===== src/rtl/pps_pkg.sv =====
// Shared types and helpers for the PPS timebase.
// Imported by the timebase top level.
package pps_pkg;

  typedef enum logic [1:0] {
    UNLOCKED = 2'd0,
    LOCKING  = 2'd1,
    LOCKED   = 2'd2,
    HOLDOVER = 2'd3
  } pps_state_t;

  // Written as period+tol >= nominal so that nominal < tol cannot underflow.
  function automatic logic period_good(
    input logic [63:0] period,
    input logic [63:0] nominal,
    input logic [63:0] tol
  );
    return (period + tol >= nominal) && (period <= nominal + tol);
  endfunction

endpackage


===== src/rtl/pps_sync_edge.sv =====
// Multi-flop synchronizer for the PPS strobe.
// Emits a single-cycle pulse on each synced rising edge.
module pps_sync_edge #(
  parameter int SYNC_STAGES = 2
) (
  input  logic axi_aclk,
  input  logic axi_aresetn,
  input  logic pps_in,
  output logic pps_edge
);

  logic [SYNC_STAGES-1:0] sync_q;
  logic                   prev_q;

  always_ff @(posedge axi_aclk or negedge axi_aresetn) begin
    if (!axi_aresetn) begin
      sync_q <= '0;
      prev_q <= 1'b0;
    end else begin
      sync_q[0] <= pps_in;
      for (int i = 1; i < SYNC_STAGES; i++) begin
        sync_q[i] <= sync_q[i-1];
      end
      prev_q <= sync_q[SYNC_STAGES-1];
    end
  end

  assign pps_edge = sync_q[SYNC_STAGES-1] & ~prev_q;

endmodule


===== src/rtl/pps_timebase.sv =====
// Seconds/sub-second timebase disciplined by a PPS strobe.
// Flywheels through missing pulses; snapshots, lock status, irq.
module pps_timebase
  import pps_pkg::*;
#(
  parameter int NOMINAL     = 1000000,
  parameter int TOL         = 1000,
  parameter int LOCK_N      = 3,
  parameter int SUBSEC_W    = 32,
  parameter int SYNC_STAGES = 2
) (
  input  logic                axi_aclk,
  input  logic                axi_aresetn,
  input  logic                pps_in,
  input  logic                snap_req,
  input  logic                irq_ack,
  output logic [31:0]         seconds,
  output logic [SUBSEC_W-1:0] subsec,
  output logic [SUBSEC_W-1:0] last_period,
  output logic [31:0]         snap_seconds,
  output logic [SUBSEC_W-1:0] snap_subsec,
  output logic                snap_valid,
  output logic                locked,
  output logic                holdover,
  output logic                pps_err,
  output logic                irq
);

  localparam int CW = (LOCK_N < 1) ? 1 : $clog2(LOCK_N + 1);
  localparam logic [CW-1:0] LOCK_MAX = CW'(LOCK_N);
  localparam logic [SUBSEC_W-1:0] SUB_MAX = '1;
  localparam logic [SUBSEC_W-1:0] NOM_M1 = SUBSEC_W'(NOMINAL - 1);
  localparam logic [SUBSEC_W-1:0] HALF = SUBSEC_W'(NOMINAL / 2);
  localparam logic [SUBSEC_W-1:0] TOL_V = SUBSEC_W'(TOL);
  // Timeout fires on the cycle the counter would step onto NOMINAL+TOL.
  localparam logic [SUBSEC_W-1:0] TMO = SUBSEC_W'(NOMINAL + TOL - 1);

  pps_state_t state, state_d;
  logic [CW-1:0] lock_cnt, lock_d;
  logic [31:0] sec_d;
  logic [SUBSEC_W-1:0] sub_d, last_d, sub_inc;
  logic pps_edge, good, irq_set, err_set;

  pps_sync_edge #(
    .SYNC_STAGES(SYNC_STAGES)
  ) u_sync (
    .axi_aclk   (axi_aclk),
    .axi_aresetn(axi_aresetn),
    .pps_in     (pps_in),
    .pps_edge   (pps_edge)
  );

  assign sub_inc = subsec + 1'b1;
  assign good = period_good(64'(subsec) + 64'd1,
                            64'(NOMINAL), 64'(TOL));

  always_comb begin
    state_d = state;
    lock_d  = lock_cnt;
    sec_d   = seconds;
    sub_d   = sub_inc;
    last_d  = last_period;
    irq_set = 1'b0;
    err_set = 1'b0;
    if (pps_edge) begin
      last_d = sub_inc;
      sub_d  = '0;
    end
    unique case (state)
      UNLOCKED: begin
        if (pps_edge) begin
          state_d = LOCKING;
          lock_d  = '0;
        end else if (subsec == SUB_MAX) begin
          sub_d = subsec;
        end
      end
      LOCKING: begin
        if (pps_edge) begin
          sec_d = seconds + 32'd1;
          if (good) begin
            lock_d = lock_cnt + 1'b1;
            if (lock_d == LOCK_MAX) state_d = LOCKED;
          end else begin
            lock_d = '0;
          end
        end else if (subsec == TMO) begin
          state_d = UNLOCKED;
        end
      end
      LOCKED: begin
        if (pps_edge) begin
          sec_d   = seconds + 32'd1;
          irq_set = 1'b1;
          if (!good) begin
            err_set = 1'b1;
            state_d = LOCKING;
            lock_d  = '0;
          end
        end else if (subsec == TMO) begin
          state_d = HOLDOVER;
          sec_d   = seconds + 32'd1;
          sub_d   = TOL_V;
          irq_set = 1'b1;
        end
      end
      HOLDOVER: begin
        if (pps_edge) begin
          state_d = LOCKING;
          lock_d  = '0;
          // Early half: the flywheel already counted this second.
          if (subsec >= HALF) sec_d = seconds + 32'd1;
        end else if (subsec == NOM_M1) begin
          sub_d = '0;
          sec_d = seconds + 32'd1;
        end
      end
      default: state_d = UNLOCKED;
    endcase
  end

  always_ff @(posedge axi_aclk or negedge axi_aresetn) begin
    if (!axi_aresetn) begin
      state        <= UNLOCKED;
      lock_cnt     <= '0;
      seconds      <= '0;
      subsec       <= '0;
      last_period  <= '0;
      snap_seconds <= '0;
      snap_subsec  <= '0;
      snap_valid   <= 1'b0;
      pps_err      <= 1'b0;
      irq          <= 1'b0;
    end else begin
      state       <= state_d;
      lock_cnt    <= lock_d;
      seconds     <= sec_d;
      subsec      <= sub_d;
      last_period <= last_d;
      snap_valid  <= snap_req;
      if (snap_req) begin
        snap_seconds <= seconds;
        snap_subsec  <= subsec;
      end
      irq     <= irq_set | (irq & ~irq_ack);
      pps_err <= err_set | (pps_err & ~irq_ack);
    end
  end

  assign locked   = (state == LOCKED);
  assign holdover = (state == HOLDOVER);

endmodule


===== config.mk =====
export PLATFORM = sky130hd
export DESIGN_NAME = pps_timebase
export DESIGN_NICKNAME = d
export VERILOG_FILES = /design/src/rtl/pps_pkg.sv /design/src/rtl/pps_sync_edge.sv /design/src/rtl/pps_timebase.sv
export SDC_FILE = /design/constraint.sdc
export NUM_CORES = 1
export LEC_CHECK = 0
export CORE_UTILIZATION = 52
export DETAILED_ROUTE_END_ITERATION = 8
export PLACE_DENSITY = 0.89
export SYNTH_ARGS = -nofsm -noshare
export SYNTH_HDL_FRONTEND = slang
export SYNTH_HIERARCHICAL = 1
export SYNTH_SLANG_ARGS = --single-unit

===== constraint.sdc =====
create_clock -name axi_aclk -period 4.5 [get_ports axi_aclk]
set_input_delay 0.675 -clock axi_aclk [delete_from_list [all_inputs] [get_ports axi_aclk]]
set_output_delay 0.675 -clock axi_aclk [all_outputs]
set_load 0.01 [all_outputs]

# Yosys cells after proc, flatten, opt, wreduce, memory -nomap -nowiden
# Index checks and enable logic that the tools add are counted.
# totals
elab_cells,89
register_bits,170
in_bits,5
out_inout_bits,165
# op_classes
add_sub_neg,5
reduce_logical,7
bitwise_logic,7
n_lt_le_gt_ge,3
eq_ne,19
mux,36
# op_table
operator,n
32-bit two-way mux,13
32-bit one-hot mux with 3 select lines,2
"32-bit by 1-bit adder with 32-bit output, second input constant",2
"32-bit by 20-bit equality test with 1-bit output, second input constant",2
"33-bit by 10-bit adder with 34-bit output, second input constant",1
"34-bit by 20-bit greater-or-equal comparator with 1-bit output, second input constant",1
"32-bit by 1-bit adder with 33-bit output, second input constant",1
"33-bit by 20-bit <= comparator with 1-bit output, second input constant",1
"32-bit equality test, second input constant",1
"32-bit by 19-bit greater-or-equal comparator with 1-bit output, second input constant",1
2-bit two-way mux,13
"3-bit != test, second input constant",5
2-bit one-hot mux with 3 select lines,2
"2-bit equality test, second input constant",3
1-bit two-way mux,6
"3-bit by 1-bit != test with 1-bit output, second input constant",2
6-bit AND reduction,1
5-bit AND reduction,1
"2-bit by 1-bit != test with 1-bit output, second input constant",2
"2-bit != test, second input constant",2
4-bit AND reduction,1
1-bit AND,3
"3-bit by 2-bit != test with 1-bit output, second input constant",1
3-bit nonzero test,1
7 further kinds,9

# Logic depth before layout (Yosys ltp)
# Gate-level depths: netlist of the first run.
# depth
depth_word,8
mapped_depth,14
ltp_nobuf,13

# Modules after synthesis
# Netlist of the first run, hierarchy kept.
# by_module_without_submodules
module,seq_area_each_um2,area_each_um2,n_inst,cells_each
pps_timebase,4179.0,8404.3,1,801
pps_sync_edge,75.1,88.8,1,4

# Worst setup path before layout of the first run
# Ideal clock, no wire load.
# synth_timing
kind,reg-to-reg
startpoint,register subsec[10]
endpoint,register state[0]
period_less_slack_ns,3.680
required_time_ns,4.404
setup_time_ns,0.096
path_buffers,2
path_stages_with_launch,14
arrival_time_ns,3.584
path_slack_ns,0.820
cell_sequence,dfrtp_1 buf_2 nand3_1 or4_1 buf_4 nor3_1 nand3_1 xor2_1 nand3_1 or4b_2 nor3_1 o31ai_4 o21a_1 a311oi_2
# synth_between
elab_chain_cells,6
word_cells_on_any_way,11
classes_between,add/sub (2); order compare (2); eq/ne (5); reduce/logical (2)
# synth_lines
item,line_no,text
from (decl),pps_timebase.sv:18,"output logic [SUBSEC_W-1:0] subsec,"
from (signal assigned),pps_timebase.sv:138,subsec <= sub_d;
32-bit by 1-bit adder with 33-bit output,pps_timebase.sv:54,"assign good = period_good(64'(subsec) + 64'd1,"
33-bit by 10-bit adder with 34-bit output,pps_pkg.sv:18,return (period + tol >= nominal) && (period <= nominal + tol);
34-bit by 20-bit greater-or-equal comparator with 1-bit output,pps_pkg.sv:18,
1-bit logical AND,pps_pkg.sv:18,
3-bit != test (no line),--,
6-bit AND reduction (no line) (*),--,
to (signal assigned),pps_timebase.sv:135,state <= state_d;
to (decl),pps_timebase.sv:38,"pps_state_t state, state_d;"
# Every way passes the cells marked *; elsewhere a longest branch is shown, timed or not.
# A chain may end at the register's enable or synchronous reset.

# Worst setup path in the final report of the first run
# layout_timing
startpoint,register subsec[1]
endpoint,register lock_cnt[0]
# layout_between
elab_chain_cells,7
word_cells_on_any_way,10
classes_between,add/sub (2); order compare (2); eq/ne (1); mux (3); reduce/logical (2)
# layout_lines
item,line_no,text
32-bit by 1-bit adder with 33-bit output (*),pps_timebase.sv:54,
33-bit by 10-bit adder with 34-bit output,pps_pkg.sv:18,
34-bit by 20-bit greater-or-equal comparator with 1-bit output,pps_pkg.sv:18,
1-bit logical AND (*),pps_pkg.sv:18,
2-bit two-way mux,pps_timebase.sv:81,if (good) begin
2-bit two-way mux,pps_timebase.sv:79,if (pps_edge) begin
2-bit one-hot mux with 3 select lines,pps_timebase.sv:69,unique case (state)
to (signal assigned),pps_timebase.sv:136,lock_cnt <= lock_d;
to (decl),pps_timebase.sv:39,"logic [CW-1:0] lock_cnt, lock_d;"
# Every way passes the cells marked *; elsewhere a longest branch is shown, timed or not. The select of a mux whose other input is x is not followed.

==> results.ini, run 1 <==
[logic_synthesis]
synth-seq-cells=170
synth-xor-area-share_pct=7.528
synth_top_area_share_pct=50.09
synth-simple-area-share_pct=16.99
synth_edf_count=0
syn_inst=805
syn-cell-area_um2=8493
async_flop_share_pct=100.0
synth_common_cells=170 x dfrtp_1, 68 x mux2_2, 66 x nor2_1, 49 x nand3_1, 45 x xnor2_1
synth_nets=822
yosys.area.top_type=dfrtp_1
yosysSeqAreaShare_pct=50.09
muxShareOfSynthArea_pct=9.605
yosys_warnings=6
synth_cell_types=62
syn_area_per_cell_um2=10.55
synth_top_family_by_area=simple AND/OR/NAND/NOR gates
synth.most_common_cell=dfrtp_1
synth_compound_gate_area_share_pct=10.44
ys.flop_type=dfrtp_1
synth.area.top_cells=dfrtp_1 50%, mux2_2 9.0%, xnor2_1 4.6%
synthAdderAreaFrac_pct=1.768

[sta]
fin_tns_setup_ps=0
clock_skew_ps=15.67
hold_viol=0
min_period_ps=4193
finalCritPeriodShare_pct=93.18
relSlewSlack_pct=26.52
finalSetupViolations=0
worst_slew_pin_slew_ps=1088
worst_slack_ps=307.0
drv_slew=0
fmax_mhz=238.5
rsz0062_at_grt=no

[grt]
grtUsageMet1_pct=41.26
top_usage_layer=met2
grt_pass1_vias=6910
grt-ovfl-total=0
grt_util_met2_pct=47.78
track_usage_pct=30.26
grt_max_degree=93
grt_antenna_before_repair=0
globalRouteMet3Util_pct=6.232
grt_pass1_wl_um=38450

[clock_tree]
cts_inserted_buffers=17
clock-root-buffer=clkbuf_16
clkTransAtPathRegs_ps=70
cts_buffer_depth=2
h-tree-depth=4
post-cts-setup-buffer-count=0
clkSinkCount=170
clk_latency_ps=440
cts_tree=yes

[worst_setup_path]
ff2ff_setup_slack_ps=310
required_ps=4810
path_max_fanout=8
cp_cell_sequence=ha_1, buf_4, nand3_1, xnor2_1, inv_1, ha_1, o31ai_2, nor3_1, nand3_1, mux2i_1, nand4_1, o31ai_4, nand2_1, a311o_1
timing.rr.start=subsec[1]
slowest_stage=o31ai_2
crit_type=reg2reg
start_kind=flip-flop
cpPeakStageDelay_ps=530
r2r_end=lock_cnt[0]
cp-end-kind=flip-flop
worstSetupStartpoint=subsec[1]
cp.arrival_ps=4510
ff2ff_path_depth=14

[placed_design]
gp_congestion=0.9737
placement.io_buffers=169
pre_cts_ws_ps=375.7
hpwl_um=16820

[floorplan]
die_width_um=129.8
dieArea_um2=16850
core_um2=15940
io_pins=170
initial_core_util_pct=53.27
rows=46
die_h_um=129.8

[cells_and_area]
drive_above_1_share_pct=14.68
syn2layout_area_growth_pct=30.60
diodes=0
fill_cells=1163
finalNetCount=985

[drt]
wirelength_um=24380
via_count=7176
viasPerCell=5.995
wl_per_cell_um=20.37
drtIter0Drc=641
drtAntennaViolNets=0
dr.pass1.iters=5
drcViolationCount=0

[hold_path]
holdCritPathClass=in2async

[job]
cap_violations=0

[pwr]
cellPowerDensity_nw_per_um2=367.1
ir_worst_vdd_uv=313.4
leakage_nw=4.775

[status]
status=complete, no violations

worst max path at each step:
stage | end | slack [ps] | cells after the start
after detailed placement | state[0] | 380 | 11
after global routing | lock_cnt[0] | 30 | 12
after floorplan | state[0] | 820 | 13
after CTS | state[0] | 340 | 11
after global placement | lock_cnt[0] | 500 | 13
final | lock_cnt[0] | 310 | 14
cell type report:
cell class	count	area, um^2	area share (%)
Sequential cell	170	4254	38.35
Multi-Input combinational cell	561	3941	35.53
Timing Repair Buffer	194	1888	17.02
Clock buffer	17	425.4	3.835
Tap cell	216	270.3	2.437
Clock inverter	15	222.7	2.008
Inverter	24	90.09	0.8122
kinds of logic after synthesis:
| family | Yosys count |
|---|---|
| simple gates | 263 |
| flops | 170 |
| compound gates | 140 |
| buf+inv | 74 |
| xor+xnor | 73 |
| mux | 73 |
| fa+ha+maj | 12 |
per-stage QoR:
stage	std cells	power [mW]	hold slack (ps)	instance area [um^2]	utilization, %
floorplan	805	2.112	331.2	8493	-
global placement	1165	2.486	333.9	10440	65.47
detailed placement	1165	2.512	341.6	10440	65.47
CTS	1197	4.098	339.5	11090	69.53
global route	1197	4.228	371.8	11090	69.57
finish	1197	4.072	314.9	11090	69.57
critical path, delay by kind of cell (launching register included):
family	cells	cell delay (ps)
xor+xnor	1	400
buf+inv	2	280
compound gates	3	1370
simple gates	5	760
fa+ha+maj	2	580
flops	1	460
mux	1	210
cell usage in the layout, fill, tap and decap left out, types with 17 or more instances in the layout:
| cell type | netlist | final |
|---|---|---|
| a21oi_1 | 42 | 42 |
| buf_4 | 2 | 24 |
| clkbuf_16 | 0 | 17 |
| clkdlybuf4s50_1 | 0 | 167 |
| dfrtp_1 | 170 | 170 |
| inv_1 | 24 | 24 |
| mux2_2 | 68 | 68 |
| nand2_1 | 33 | 33 |
| nand3_1 | 49 | 49 |
| nand4_1 | 19 | 19 |
| nor2_1 | 66 | 66 |
| nor3_1 | 23 | 23 |
| o21ai_0 | 39 | 39 |
| xnor2_1 | 45 | 45 |
| xor2_1 | 28 | 28 |
flip-flops by register name (all words and copies together) (netlist names), 2 cells and up:
signal         cells
subsec            32
snap_subsec       32
snap_seconds      32
lock_cnt           2
last_period       32
seconds           32
state              2
u_sync/sync_q      2
repair_timing:
item / CTS / global route
gates resized for setup: 0 / 1
setup endpoints to repair: 0 / 1
hold buffers: 0 / 0
metal layers:
metal  part of all wire [%]  routed length, um  up-vias
li1                       -                  -     3208
met1                     42              10240     3575
met2                     48              11820      348
met3                    7.2               1759       45
met4                    2.3                563        0
met5                      0                  0        -
power breakdown:
| part | internal, mW | switching (mW) |
|---|---|---|
| registers | 1.65 | 0.125 |
| clock network | 0.866 | 0.720 |
| logic | 0.361 | 0.347 |
(Power assumes the default switching activity.)
==> run 2: changes to the inputs <==
SLEW_MARGIN = 10   (was default)
==> results of run 2 <==
The final DEF is identical to that of run 1; final timing and power are the same.
==> run 3: changes to the inputs <==
CAP_MARGIN = 25   (was default)
MAX_ROUTING_LAYER = met4   (was default)
==> results.ini, run 3 (synthesis gave the netlist of run 1 again) <==
[floorplan]
io_pins=170
die_h_um=129.8
core_um2=15940
dieArea_um2=16850
initial_core_util_pct=53.27
rows=46
die_width_um=129.8

[clock_tree]
cts_buffer_depth=2
post-cts-setup-buffer-count=0
clkTransAtPathRegs_ps=70
cts_inserted_buffers=17
clock-root-buffer=clkbuf_16
h-tree-depth=4
clkSinkCount=170
clk_latency_ps=440
cts_tree=yes

[drt]
drtAntennaViolNets=0
drtIter0Drc=732
dr.pass1.iters=6
wirelength_um=23930
wl_per_cell_um=19.89
viasPerCell=5.891
via_count=7087
drcViolationCount=0

[sta]
min_period_ps=4196
rsz0062_at_grt=no
relSlewSlack_pct=37.10
worst_slack_ps=303.6
drv_slew=0
clock_skew_ps=10.44
fmax_mhz=238.3
hold_viol=0
finalCritPeriodShare_pct=93.25
finalSetupViolations=0
fin_tns_setup_ps=0
worst_slew_pin_slew_ps=943.4

[cells_and_area]
fill_cells=1121
diodes=0
drive_above_1_share_pct=15.40
final_common_cell=dfrtp_1
stdcell_count=1203
finish.utilization_pct=69.68
layout_common_cells=170 x dfrtp_1, 167 x clkdlybuf4s50_1, 68 x mux2_2, 66 x nor2_1, 49 x nand3_1
syn2layout_area_growth_pct=30.79
finalNetCount=991

[worst_setup_path]
ff2ff_setup_slack_ps=300
cp-end-kind=flip-flop
r2r_end=state[0]
crit_type=reg2reg
cp.arrival_ps=4550
start_kind=flip-flop
required_ps=4850
ff2ff_path_depth=11
path_max_fanout=9
timing.rr.start=subsec[10]

[placed_design]
hpwl_um=16770
dp.cells=1170
placement.io_buffers=169
gp_congestion=0.9642
pre_cts_ws_ps=361.9

[grt]
grt-ovfl-total=0
track_usage_pct=30.65
grt_pass1_wl_um=38150
grt_max_degree=103
grt_antenna_before_repair=0
grt_pass1_vias=7010

[pwr]
leakage_nw=4.785
ir_worst_vdd_uv=266.9
cellPowerDensity_nw_per_um2=362.0

[job]
cap_violations=0

[status]
status=complete, no violations

[hold_path]
holdCritPathClass=in2async

## run 3: cell count changes in the layout (fill, tap and decap cells not counted), sizes merged
cell	before	now
clkinvlp	1	2
clkbuf	17	18
buf	27	32
clkinv	4	3
## run 3: stage by stage
stage / cell area, um^2 / hold WS (ps) / total power, mW
2_1_floorplan: 8493 / 331.2 / 2.112
3_3_place_gp: 10460 / 335.4 / 2.493
3_5_place_dp: 10460 / 337.2 / 2.511
4_1_cts: 11090 / 353.1 / 4.052
5_1_grt: 11110 / 373.8 / 4.190
6_report: 11110 / 344.7 / 4.021
## run 3: timing repair
action                                  4_1_cts  5_1_grt
hold buffers                                  0        0
resized for setup                             0        3
endpoints found under the setup margin        0        2
## run 3: worst max-delay path by stage
stage                          start          end  slack [ps]
after global routing       subsec[1]  lock_cnt[0]          50
after detailed placement   subsec[0]  lock_cnt[0]         360
after global placement     subsec[0]  lock_cnt[0]         470
after floorplan           subsec[10]     state[0]         820
after CTS                  subsec[0]  lock_cnt[0]         350
final                     subsec[10]     state[0]         300
## run 3: worst max-delay path, stage by stage (launching register included)
cell and delay, ps:
dfrtp_1 500, nand3_1 200, or4_1 820, nor3_1 540, nand3_1 170, xor2_1 220
nand3_1 90, or4b_2 620, nor3_1 310, o31ai_4 180, o21a_1 220, a311oi_2 220
## run 3: layout make-up
type | instances | area (um^2) | share of cell area, %
clock inverter | 15 | 198.9 | 1.791
multi-input combinational | 561 | 3951 | 35.57
clock buffer | 17 | 425.4 | 3.830
tap | 216 | 270.3 | 2.433
sequential | 170 | 4254 | 38.30
timing repair buffer | 200 | 1918 | 17.27
inverter | 24 | 90.09 | 0.8110
## run 3: per-layer routing
layer  up-vias  part of all wire [%]  global-route usage, %
met5         -                     0                      -
met4         0                   2.6                  11.01
met3        49                   6.3                  6.027
met2       289                    47                  46.15
met1      3529                    44                  41.33
li1       3220                     -                      -
## run 3: power by group
group	switching [mW]	internal [mW]	total [mW]	leakage, nW
Combinational	0.353	0.365	0.717	2.21
Clock	0.679	0.851	1.53	0.300
Sequential	0.120	1.65	1.77	2.27
